`src/rtl/minsoc_clkdiv_pkg.sv`:
```
// rtl/minsoc_clkdiv_pkg.sv - shared state encodings and constants for the clock divider bank
package minsoc_clkdiv_pkg;

    typedef enum logic [1:0] {
        CLKDIV_OFF      = 2'd0,
        CLKDIV_RUN      = 2'd1,
        CLKDIV_STOPPING = 2'd2
    } clkdiv_state_e;

    // Smallest divisor that still yields a real high and low phase.
    localparam int unsigned CLKDIV_MIN_DIV = 2;

endpackage

```
`src/rtl/minsoc_clkdiv_channel.sv`:
```
// rtl/minsoc_clkdiv_channel.sv - one glitch-free programmable divider channel
module minsoc_clkdiv_channel
    import minsoc_clkdiv_pkg::*;
#(
    parameter int CNT_W       = 16,
    parameter int DEFAULT_DIV = 4
) (
    input  logic             clk_i,
    input  logic             rst_i,
    input  logic             en_i,
    input  logic [CNT_W-1:0] div_i,
    input  logic             div_load_i,
    output logic             clk_o,
    output logic             stb_o,
    output logic             pending_o,
    output logic             running_o
);

    localparam logic [CNT_W-1:0] MIN_DIV = CNT_W'(CLKDIV_MIN_DIV);
    localparam logic [CNT_W-1:0] DEF_DIV = CNT_W'(DEFAULT_DIV);

    clkdiv_state_e    state_q, state_d;
    logic [CNT_W-1:0] cnt_q, cnt_d;
    logic [CNT_W-1:0] act_q, act_d;
    logic [CNT_W-1:0] shadow_q, shadow_d;
    logic             pending_q, pending_d;
    logic             clk_q, clk_d;
    logic             stb_q, stb_d;

    logic [CNT_W-1:0] div_clamped;
    logic [CNT_W-1:0] half_d;
    logic             wrap;
    logic             run_d;

    always_comb begin
        state_d     = state_q;
        cnt_d       = cnt_q;
        act_d       = act_q;
        shadow_d    = shadow_q;
        pending_d   = pending_q;
        div_clamped = (div_i < MIN_DIV) ? MIN_DIV : div_i;
        wrap        = (state_q != CLKDIV_OFF) && (cnt_q == act_q - CNT_W'(1));

        case (state_q)
            CLKDIV_OFF: begin
                if (div_load_i) begin
                    act_d    = div_clamped;
                    shadow_d = div_clamped;
                end
                cnt_d = '0;
                if (en_i) begin
                    state_d = CLKDIV_RUN;
                end
            end
            default: begin
                // Divisor changes only ever land on a period boundary.
                if (div_load_i && wrap) begin
                    act_d     = div_clamped;
                    shadow_d  = div_clamped;
                    pending_d = 1'b0;
                end else if (div_load_i) begin
                    shadow_d  = div_clamped;
                    pending_d = 1'b1;
                end else if (wrap && pending_q) begin
                    act_d     = shadow_q;
                    pending_d = 1'b0;
                end
                cnt_d = wrap ? '0 : cnt_q + CNT_W'(1);
                if (en_i) begin
                    state_d = CLKDIV_RUN;
                end else if (wrap) begin
                    state_d = CLKDIV_OFF;
                end else begin
                    state_d = CLKDIV_STOPPING;
                end
            end
        endcase

        half_d = (act_d >> 1) + {{(CNT_W-1){1'b0}}, act_d[0]};
        run_d  = (state_d != CLKDIV_OFF);
        clk_d  = run_d && (cnt_d < half_d);
        stb_d  = run_d && (cnt_d == '0);
    end

    always_ff @(posedge clk_i) begin
        if (rst_i) begin
            state_q   <= CLKDIV_OFF;
            cnt_q     <= '0;
            act_q     <= DEF_DIV;
            shadow_q  <= DEF_DIV;
            pending_q <= 1'b0;
            clk_q     <= 1'b0;
            stb_q     <= 1'b0;
        end else begin
            state_q   <= state_d;
            cnt_q     <= cnt_d;
            act_q     <= act_d;
            shadow_q  <= shadow_d;
            pending_q <= pending_d;
            clk_q     <= clk_d;
            stb_q     <= stb_d;
        end
    end

    assign clk_o     = clk_q;
    assign stb_o     = stb_q;
    assign pending_o = pending_q;
    assign running_o = (state_q != CLKDIV_OFF);

endmodule

```
`src/rtl/minsoc_clkdiv_bank.sv`:
```
// rtl/minsoc_clkdiv_bank.sv - bank of independent run-time programmable clock dividers
module minsoc_clkdiv_bank
    import minsoc_clkdiv_pkg::*;
#(
    parameter int NUM_CH      = 4,
    parameter int CNT_W       = 16,
    parameter int DEFAULT_DIV = 4
) (
    input  logic                    clk_i,
    input  logic                    rst_i,
    input  logic [NUM_CH-1:0]       en_i,
    input  logic [NUM_CH*CNT_W-1:0] div_i,
    input  logic [NUM_CH-1:0]       div_load_i,
    output logic [NUM_CH-1:0]       clk_o,
    output logic [NUM_CH-1:0]       stb_o,
    output logic [NUM_CH-1:0]       pending_o,
    output logic [NUM_CH-1:0]       running_o
);

    for (genvar c = 0; c < NUM_CH; c++) begin : g_ch
        minsoc_clkdiv_channel #(
            .CNT_W      (CNT_W),
            .DEFAULT_DIV(DEFAULT_DIV)
        ) u_ch (
            .clk_i     (clk_i),
            .rst_i     (rst_i),
            .en_i      (en_i[c]),
            .div_i     (div_i[c*CNT_W +: CNT_W]),
            .div_load_i(div_load_i[c]),
            .clk_o     (clk_o[c]),
            .stb_o     (stb_o[c]),
            .pending_o (pending_o[c]),
            .running_o (running_o[c])
        );
    end

endmodule

```
`config.mk`:
```
export PLATFORM = sky130hd
export DESIGN_NAME = minsoc_clkdiv_bank
export DESIGN_NICKNAME = d
export VERILOG_FILES = /design/src/rtl/minsoc_clkdiv_pkg.sv /design/src/rtl/minsoc_clkdiv_channel.sv /design/src/rtl/minsoc_clkdiv_bank.sv
export SDC_FILE = /design/constraint.sdc
export NUM_CORES = 1
export LEC_CHECK = 0
export CAP_MARGIN = 25
export CORE_UTILIZATION = 45
export DETAILED_ROUTE_END_ITERATION = 16
export SETUP_SLACK_MARGIN = 0.1
export SYNTH_ARGS = -nofsm -noshare
export SYNTH_HDL_FRONTEND = slang
export SYNTH_HIERARCHICAL = 1
export SYNTH_SLANG_ARGS = --single-unit
```
`constraint.sdc`:
```
create_clock -name clk_i -period 16.9 [get_ports clk_i]
set_input_delay 4.225 -clock clk_i [delete_from_list [all_inputs] [get_ports clk_i]]
set_output_delay 4.225 -clock clk_i [all_outputs]
set_load 0.02 [all_outputs]
```
Word level (Yosys, flattened, before mapping)
Cells that the tools add are included.
- input bits: 74
- word-level logic and storage cells: 172
- flip-flop bits (word level): 212
- magnitude comparators: 8
- reductions and logical operators: 44
- equality and inequality tests: 4
- add/subtract/negate cells: 12
- bitwise logic cells: 4
- muxes and demuxes: 72
- operators by type and width (operator ; number):
    16-bit two-way mux ; 44
    15-bit by 1-bit adder with 16-bit output ; 4
    16-bit by 1-bit adder with 16-bit output (second input constant) ; 4
    16-bit equality test ; 4
    16-bit logical NOT ; 4
    16-bit < comparator ; 4
    16-bit by 2-bit < comparator with 1-bit output (second input constant) ; 4
    16-bit by 1-bit subtractor with 16-bit output (second input constant) ; 4
    2-bit two-way mux ; 16
    1-bit logical AND ; 20
    2-bit nonzero test ; 8
    1-bit two-way mux ; 12
    3-bit nonzero test ; 4
    2-bit logical NOT ; 4
    2-bit AND reduction ; 4
    1-bit NOT ; 4

Logic depth before layout (Yosys ltp)
Gate-level depths: netlist of the first run.
- word-level depth: 11
- gate-level depth with buffers: 31
- depth with buffers taken out: 28

Modules after synthesis
Netlist of the first run, hierarchy kept.
- modules (own cells, without submodules) (module ; cells an instance ; area an instance (um2) ; times used):
    minsoc_clkdiv_channel at g_ch[0].u_ch ... ; 433 ; 3644.7 ; 2
    minsoc_clkdiv_channel at g_ch[3].u_ch ; 466 ; 3769.9 ; 1
    minsoc_clkdiv_channel at g_ch[2].u_ch ; 453 ; 3711.1 ; 1

Least setup slack after synthesis of the first run
Ideal clock, no wire load.
- kind: input -> register
- start: input div_load_i[3]
- end: register g_ch[3].u_ch.clk_q
- path buffers: 3
- stages: 23
- setup slack: 9.102 ns
- data arrival time: 7.734 ns
- cell sequence: clkbuf_1 -> clkbuf_1 -> nand2_1 -> nor3b_1 -> a221o_1 -> ha_1 -> ha_1 -> inv_1 -> a211o_1 -> or4b_1 -> buf_2 -> nor2_1 -> xor2_1 -> ha_1 -> a21oi_1 -> nor2b_1 -> o21ai_0 -> nand2b_1 -> a21oi_1 -> nor2b_1 -> o21ai_0 -> o211ai_1 -> nor2_1
- longest elaborated chain between the ends: 6
- elaborated cells on any way between the ends: 8
- those cells by class: 1 x add/sub; 1 x order compare; 4 x mux; 2 x reduce/logical
- RTL lines (element ; RTL line ; RTL):
    start: declaration ; minsoc_clkdiv_bank.sv:13 ; input logic [NUM_CH-1:0] div_load_i,
    16-bit two-way mux or 1-bit logical AND (tied branches) ; minsoc_clkdiv_channel.sv:61, minsoc_clkdiv_channel.sv:57 ;
    16-bit two-way mux ; minsoc_clkdiv_channel.sv:57 ; if (div_load_i && wrap) begin
    16-bit two-way mux * ; minsoc_clkdiv_channel.sv:44 ; case (state_q)
    via g_ch[3].u_ch.act_d[0] ; minsoc_clkdiv_channel.sv:24 ; logic [CNT_W-1:0] act_q, act_d;
    15-bit by 1-bit adder with 16-bit output * ; minsoc_clkdiv_channel.sv:79 ; half_d = (act_d >> 1) + {{(CNT_W-1){1'b0}}, act_d[0]};
    16-bit < comparator * ; minsoc_clkdiv_channel.sv:81 ; clk_d = run_d && (cnt_d < half_d);
    1-bit logical AND * ; minsoc_clkdiv_channel.sv:81 ;
    end signal: assignment ; minsoc_clkdiv_channel.sv:100 ; clk_q <= clk_d;
    end: declaration ; minsoc_clkdiv_channel.sv:27 ; logic clk_q, clk_d;
The timed path passes the listed nets; every way through them passes the cells marked *.
A chain may end at the register's enable or synchronous reset.

Final worst setup path of the first run
Ends and elaborated chain as after synthesis.

==> impl_metrics.ini, run 1 <==
[critical_path]
cp_slowest_cell = or4b_1
r2r_cells = 25
path_class = input pin to flop
critPathMaxStageDelay_ns = 0.62
crit_buf_inv = 4
crit_path_start_kind = input pin
worst-path-max-fanout = 35
path_common_cell = a21oi_1
cp_top_family = simple AND/OR/NAND/NOR gates
critical_path_depth = 24
worst_ep_required_time_ns = 17.37
cp_cell_sequence = clkdlybuf4s50_1, buf_4, clkinv_1, nand2_1, o32ai_1, and2_1, a21oi_1, ha_1, inv_1, a211o_1, or4b_1, nor2_1, xnor2_1, ha_1, a21o_1, a21oi_1, nor2b_1, o21ai_0, nand2b_1, a21oi_1, nor2b_1, o21ai_0, o211ai_1, nor2_1
critPathArrivalTime_ns = 8.86
critPathCaptureType = flop

[worst_hold_path]
hold_depth = 2
min_path_type = flop to flop

[synth]
syn_area_um2 = 14800
yosys.area_share.simple_pct = 30.0
synth_mux_area_share_pct = 6.79
synth-compound-area-share_pct = 12.4
yosysWarnings = 6
ys_types = 96
async_flop_share_pct = 0
avgSynthCellArea_um2 = 8.27
synth_top_family_by_area = simple AND/OR/NAND/NOR gates
seq_area_frac_synth_pct = 28.7
syn-instance-count = 1785
synth_area_leader_cell = dfxtp_1
yosys-top-cells-area = dfxtp_1 29%, ha_1 6.4%, nor2_1 6.3%
synth_edf_count = 0
syn-num-nets = 1935
yosys.area_share.xor_xnor_pct = 11.0
synthAdderAreaFrac_pct = 6.44
synth_seq_cells = 212
synth_top_area_share_pct = 28.7
ys.flop_type = dfxtp_1

[placed_design]
dp_hpwl_mm = 30.6
dp_slack_ns = 7.95
placed_cell_area_um2 = 15900
gp_congestion = 0.877
portBuffers = 89
placed_cells = 2229

[cts]
clock_sinks = 212
cts_tree = built
clkTransAtPathRegs_ns = 0.05
ctsResizeCount = 0
cts_buffer_depth = 3
post-cts-setup-buffers = 0
cts_buffers = 27
h-tree-depth = 1
holdBufCountCts = 0
cts_root_buf = clkbuf_16
worstSkewPairLatency_ns = 0.54

[drt]
wl_mm = 40.7
wl_per_cell_um = 17.9
vias = 12900
via_per_inst = 5.69
first_pass_iters = 5
antenna_left = 0
drt_iter0_drc = 835
drc = 0

[layout]
antennaDiodeCount = 0
finalInstanceArea_um2 = 16800
final_cells = 2273
drive_gt1_share_pct = 8.32
fin_util_pct = 52.5
fin_nets = 1973
syn_to_final_growth_pct = 13.5

[die]
boundaryPins = 90
core_area_um2 = 32000
die_w_um = 183
dieArea_um2 = 33600
initial_core_util_pct = 46.2
die_height_um = 183
placementRows = 65

[timing]
slew_viol_final = 0
hold_viol_final = 0
setup_viol = 0
min_period_ns = 8.39
finalWorstSetupSlack_ns = 8.51
fin_crit_sh_pct = 49.7
relSlewSlack_pct = 36.8
rsz0062_at_grt = false
fin_setup_tns_ns = 0
skew_ns = 0.00815
holdWs_ns = 0.467
worst_slew_pin_slew_ns = 0.947
max_freq_mhz = 119

[power_and_ir_drop]
cellPowerDensity_nw_per_um2 = 84.4
p_total_mw = 1.42
power_leakage_nw = 6.46
ir_worst_vdd_mv = 0.0951

[global_route]
grt_max_degree = 108
grt_antenna_before_repair = 0
first_global_vias = 12300
grt_pass1_wl_mm = 65.9
track_usage_pct = 24.1
grt_overflow_total = 0

[status]
outcome = finished clean

[flow_run]
cap_violations = 0
-- layout by cell type (no fill, tap or decap), types with 8 or more instances in the layout --
cell,count
nor2_1,247
dfxtp_1,212
xnor2_1,98
clkdlybuf4s50_1,88
nor3_1,87
nand2_1,86
mux2i_1,85
xor2_1,83
a21oi_1,78
ha_1,76
o21ai_0,55
nor2b_1,52
inv_1,51
nand3_1,45
nor4_1,35
nand4_1,34
and3_1,28
clkbuf_16,27
nand2b_1,26
and2_1,21
or2_2,17
and4_1,17
nor4_2,13
buf_4,13
o22ai_1,12
a21o_1,12
nor3_2,11
nand3b_1,11
o21a_1,8
or3_1,8
a211o_1,8
o221ai_1,8
-- area by class of cell --
type | count | area [um2]
multi-input combinational | 1426 | 9870
inverter | 54 | 203
clock buffer | 32 | 724
timing repair buffer | 102 | 990
fill | 3081 | 15200
clock inverter | 12 | 194
sequential | 212 | 4240
tap | 435 | 544
-- state kept, by name (all words and copies together) (netlist names), named ones only --
register             count
g_ch.u_ch/act_q         64
g_ch.u_ch/shadow_q      60
g_ch.u_ch/stb_o          4
g_ch.u_ch/pending_o      4
g_ch.u_ch/cnt_q         64
g_ch.u_ch/state_q        8
g_ch.u_ch/clk_o          4
-- worst reg2reg max path, delay by kind of cell (launching register included) --
kind                       cells  cell delay, ns
and+or+nand+nor               10            3.00
AOI/OAI and AO/OA              7            1.09
adders and majority gates      3            0.67
xor gates and xnor gates       1            0.18
DFF                            1            0.34
muxes                          1            0.19
buffers and inverters          3            0.60
-- metal layers --
layer	global-route usage (%)	wire length, um	vias to the layer above
li1	-	-	6457
met1	33.7	19400	6132
met2	39.2	18600	298
met3	3.44	1990	53
met4	5.23	713	0
met5	0	0	-
-- Yosys cell counts (6+ instances only) --
cell type,count
nor2_1,247
dfxtp_1,212
xnor2_1,98
nor3_1,87
nand2_1,86
mux2i_1,85
xor2_1,83
a21oi_1,78
ha_1,76
clkbuf_1,55
o21ai_0,55
nor2b_1,52
inv_1,51
nand3_1,45
nor4_1,35
nand4_1,34
and3_1,28
nand2b_1,26
and2_1,21
and4_1,17
or2_2,17
nor4_2,13
a21o_1,12
o22ai_1,12
buf_2,11
nand3b_1,11
nor3_2,11
buf_1,9
buf_6,9
a211o_1,8
o21a_1,8
o221ai_1,8
or3_1,8
a31oi_1,7
buf_4,7
nor3b_1,7
o2111ai_1,7
or4_4,7
a211oi_1,6
a221oi_1,6
mux2_1,6
-- path summary, 6_finish.rpt --
check	from	end	slack, ns
max reg2reg	g_ch[0].u_ch/act_q[1]$_SDFF_PP0_	g_ch[0].u_ch/clk_o$_SDFF_PP0_	10.78
min reg2reg	g_ch[3].u_ch/shadow_q[4]$_SDFF_PP0_	g_ch[3].u_ch/shadow_q[4]$_SDFF_PP0_	0.47
max	div_load_i[3]	g_ch[3].u_ch/clk_o$_SDFF_PP0_	8.51
min	g_ch[3].u_ch/shadow_q[4]$_SDFF_PP0_	g_ch[3].u_ch/shadow_q[4]$_SDFF_PP0_	0.47
-- power breakdown --
group          internal, mW  switching (mW)
clock                 0.378           0.222
combinational         0.111           0.149
sequential            0.524          0.0316
-- cell families after synthesis --
| kind of cell | Yosys count |
|---|---|
| compound gates | 272 |
| buf+inv | 147 |
| simple gates | 797 |
| mux | 98 |
| xor+xnor | 183 |
| flops | 212 |
| fa+ha+maj | 76 |
Power figures use the tool's default switching activity.
==> run 2, diff against run 1 <==
- PLACE_DENSITY: not set -> 0.66
- clock period: 16.9 -> 7.2 ns (I/O delays scaled with it)
==> impl_metrics.ini, run 2 (synthesis gave the netlist of run 1 again) <==
[placed_design]
placed_cells = 2230
dp_hpwl_mm = 30.1
placed_cell_area_um2 = 15900
gp_congestion = 0.916
dp_slack_ns = 0.877
portBuffers = 89

[critical_path]
crit_path_start_kind = flop
critPathArrivalTime_ns = 6.39
worst_ep_required_time_ns = 7.68
critPathCaptureType = flop
path_class = flop to flop
worst-path-max-fanout = 37

[die]
placementRows = 65
initial_core_util_pct = 46.2
die_height_um = 183
dieArea_um2 = 33600
die_w_um = 183
core_area_um2 = 32000
boundaryPins = 90

[timing]
fin_crit_sh_pct = 82.2
worst_slew_pin_slew_ns = 0.967
holdWs_ns = 0.470
min_period_ns = 5.92
fin_setup_tns_ns = 0
hold_viol_final = 0
rsz0062_at_grt = false
max_freq_mhz = 169
slew_viol_final = 0
finalWorstSetupSlack_ns = 1.28
skew_ns = 0.0152
relSlewSlack_pct = 35.3
setup_viol = 0

[layout]
fin_nets = 1973
syn_to_final_growth_pct = 13.1
largestRegisters = g_ch.u_ch/act_q (64), g_ch.u_ch/cnt_q (64), g_ch.u_ch/shadow_q (60)
layout_commonest_cell = nor2_1
finalInstanceArea_um2 = 16700
layout_common_cells = 247 x nor2_1, 212 x dfxtp_1, 98 x xnor2_1
final_cells = 2277
n_fill_cell = 3023
antennaDiodeCount = 0
drive_gt1_share_pct = 8.31

[power_and_ir_drop]
p_sw_share_pct = 29.5
seqPwrFrac_pct = 40.8
cellPowerDensity_nw_per_um2 = 191
p_sw_uw = 944
ir_worst_vdd_mv = 0.199
internal_power_mw = 2.25
combinationalPowerShare_pct = 18.9
clockPowerShare_pct = 40.3
power_leakage_nw = 6.43

[drt]
drt_iter0_drc = 892
via_per_inst = 5.75
vias = 13100
wl_mm = 39.8
wl_per_cell_um = 17.5
first_pass_iters = 5
drc = 0
antenna_left = 0

[global_route]
grt_pass1_wl_mm = 65.1
first_global_vias = 12500
grt_overflow_total = 0
track_usage_pct = 23.6
grt_max_degree = 79
grt_antenna_before_repair = 0

[cts]
cts_tree = built
ctsResizeCount = 0
cts_buffer_depth = 3
worstSkewPairLatency_ns = 0.54
clkTransAtPathRegs_ns = 0.06
h-tree-depth = 1
cts_buffers = 26
clock_sinks = 212
cts_root_buf = clkbuf_16
holdBufCountCts = 0
post-cts-setup-buffers = 0

[worst_hold_path]
min_path_type = flop to flop

[flow_run]
cap_violations = 0

[status]
outcome = finished clean
[run 2: area by class of cell]
class	count	area (um2)	area share [%]
sequential	212	4240	25.4
clock buffer	38	756	4.52
inverter	54	203	1.21
clock inverter	9	91.3	0.547
tap	435	544	3.26
multi-input combinational	1426	9870	59.1
timing repair buffer	103	997	5.97
[run 2: path summary, 6_finish.rpt]
kind	from	endpoint	slack (ns)	depth (start not counted)
min	g_ch[1].u_ch/shadow_q[7]$_SDFF_PP0_	g_ch[1].u_ch/shadow_q[7]$_SDFF_PP0_	0.47	2
max reg2reg	g_ch[3].u_ch/act_q[0]$_SDFF_PP0_	g_ch[3].u_ch/clk_o$_SDFF_PP0_	1.28	27
max	g_ch[3].u_ch/act_q[0]$_SDFF_PP0_	g_ch[3].u_ch/clk_o$_SDFF_PP0_	1.28	27
min reg2reg	g_ch[1].u_ch/shadow_q[7]$_SDFF_PP0_	g_ch[1].u_ch/shadow_q[7]$_SDFF_PP0_	0.47	2
[run 2: through the flow]
step	power (mW)	util, %
after global placement	1.92	49.6
final	3.20	52.3
after detailed placement	1.93	49.6
after global routing	3.35	52.3
after CTS	3.22	52.3
after floorplan	1.74	-
[run 2: worst max-delay path: stages, from the launching register on]
cell and delay [ns]:
dfxtp_1 0.38, inv_1 0.08, ha_1 0.18, or3b_2 0.50, o21ai_1 0.19, a21oi_1 0.12, a211o_1 0.33, o41ai_4 0.40
buf_4 0.43, o32ai_1 0.16, a21oi_1 0.24, ha_1 0.22, inv_1 0.04, a211oi_1 0.24, nand4bb_1 0.33, nor4b_1 0.46
xnor2_1 0.17, ha_1 0.27, a21o_1 0.18, a21oi_1 0.14, nor2b_1 0.06, o21ai_0 0.15, nand2b_1 0.07, a21oi_1 0.14
nor2b_1 0.05, o21ai_0 0.14, o211ai_1 0.11, nor2_1 0.09
[run 2: power by group through the flow]
stage,clock network [mW],logic (mW),registers (mW)
after floorplan,0,0.444,1.30
after global placement,0,0.594,1.33
after detailed placement,0,0.602,1.33
after CTS,1.32,0.606,1.30
after global routing,1.37,0.669,1.31
final,1.29,0.605,1.30
[run 2: layer usage]
layer / wire, um / track usage (%) / part of all wire, %
met5: 0 / 0 / 0
met4: 982 / 6.17 / 2.5
met3: 2180 / 3.12 / 5.5
met2: 17900 / 38.3 / 45
met1: 18700 / 32.8 / 47
==> run 3, diff against run 2 <==
- PLACE_DENSITY: 0.66 -> not set
- clock period: 7.2 -> 6 ns (I/O delays scaled with it)
==> impl_metrics.ini, run 3 (synthesis gave the netlist of run 1 again) <==
[status]
outcome = finished clean

[critical_path]
crit_buf_inv = 3
worst-path-max-fanout = 13
critPathArrivalTime_ns = 5.99
cp_top_family = compound AO/OA/AOI/OAI gates
critPathMaxStageDelay_ns = 0.53
path_class = flop to flop
crit_path_start_kind = flop
critical_path_depth = 27
r2r_cells = 27
critPathCaptureType = flop
worst_ep_required_time_ns = 6.48
cp_slowest_cell = or4b_4

[global_route]
grt_antenna_before_repair = 0
first_global_vias = 12700
track_usage_pct = 24.6
grt_max_degree = 104
grt_pass1_wl_mm = 67.2
grt_overflow_total = 0

[die]
core_area_um2 = 32000
die_w_um = 183
placementRows = 65
initial_core_util_pct = 46.2
die_height_um = 183
boundaryPins = 90
dieArea_um2 = 33600

[cts]
clkTransAtPathRegs_ns = 0.06
h-tree-depth = 1
cts_tree = built
cts_buffers = 26
cts_root_buf = clkbuf_16
worstSkewPairLatency_ns = 0.54
clock_sinks = 212
cts_buffer_depth = 3
holdBufCountCts = 0

[drt]
antenna_left = 0
drt_iter0_drc = 941
wl_mm = 41.4
wl_per_cell_um = 17.9
via_per_inst = 5.75
drc = 0
first_pass_iters = 5
vias = 13300

[layout]
fin_util_pct = 53.2
drive_gt1_share_pct = 10.2
layout_common_cells = 247 x nor2_1, 212 x dfxtp_1, 98 x xnor2_1
fin_nets = 2005
largestRegisters = g_ch.u_ch/act_q (64), g_ch.u_ch/cnt_q (64), g_ch.u_ch/shadow_q (60)
layout_commonest_cell = nor2_1
finalInstanceArea_um2 = 17000
syn_to_final_growth_pct = 15.2
antennaDiodeCount = 0
n_fill_cell = 2986

[flow_run]
cap_violations = 0

[timing]
worst_slew_pin_slew_ns = 0.850
hold_viol_final = 0
max_freq_mhz = 181
min_period_ns = 5.51
rsz0062_at_grt = false
slew_viol_final = 0
relSlewSlack_pct = 43.3
skew_ns = 0.0225
setup_viol = 0
fin_crit_sh_pct = 91.8
fin_setup_tns_ns = 0

[worst_hold_path]
min_path_type = flop to flop
hold_depth = 1

[placed_design]
gp_congestion = 0.928
placed_cell_area_um2 = 16100
dp_hpwl_mm = 31.6
portBuffers = 89

[power_and_ir_drop]
power_leakage_nw = 6.63
ir_worst_vdd_mv = 0.221
cellPowerDensity_nw_per_um2 = 232
[run 3: metrics by stage]
stage               total power, mW  hold slack [ns]  setup slack, ns  cells
floorplan                      2.09            0.439            0.525   1785
global placement               2.33            0.451            0.330   2259
detailed placement             2.33            0.456            0.281   2259
CTS                            3.99            0.467            0.328   2306
global route                   4.13            0.489            0.117   2309
finish                         3.95            0.466            0.490   2309
[run 3: what timing repair did]
action                                  4_1_cts  5_1_grt
resized for setup                             0        4
endpoints found under the setup margin        0        3
buffers inserted                              0        3
[run 3: path summary, 6_finish.rpt]
kind	slack (ns)	end	start
max	0.49	g_ch[3].u_ch/clk_o$_SDFF_PP0_	g_ch[3].u_ch/act_q[0]$_SDFF_PP0_
max reg2reg	0.49	g_ch[3].u_ch/clk_o$_SDFF_PP0_	g_ch[3].u_ch/act_q[0]$_SDFF_PP0_
min reg2reg	0.47	g_ch[0].u_ch/shadow_q[2]$_SDFF_PP1_	g_ch[0].u_ch/shadow_q[2]$_SDFF_PP1_
min	0.47	g_ch[0].u_ch/shadow_q[2]$_SDFF_PP1_	g_ch[0].u_ch/shadow_q[2]$_SDFF_PP1_
[run 3: routing by layer]
layer,global-route usage [%],vias up,share of wire (%)
met4,6.27,0,2.3
met2,39.2,350,45
met5,0,-,0
met3,2.66,63,5.0
li1,-,6529,-
met1,35.2,6343,48
[run 3: where the power goes]
group	internal (mW)	switching, mW
Combinational	0.327	0.421
Sequential	1.48	0.0901
Clock	1.01	0.631
[run 3: cell type report]
type,instances,area (um2),area share (%)
inverters,54,203,1.19
well taps,435,544,3.20
clock buffers,36,759,4.47
multi-input cells,1426,9890,58.1
clock inverters,11,134,0.787
repair buffers,135,1240,7.28
flip-flops and latches,212,4240,25.0
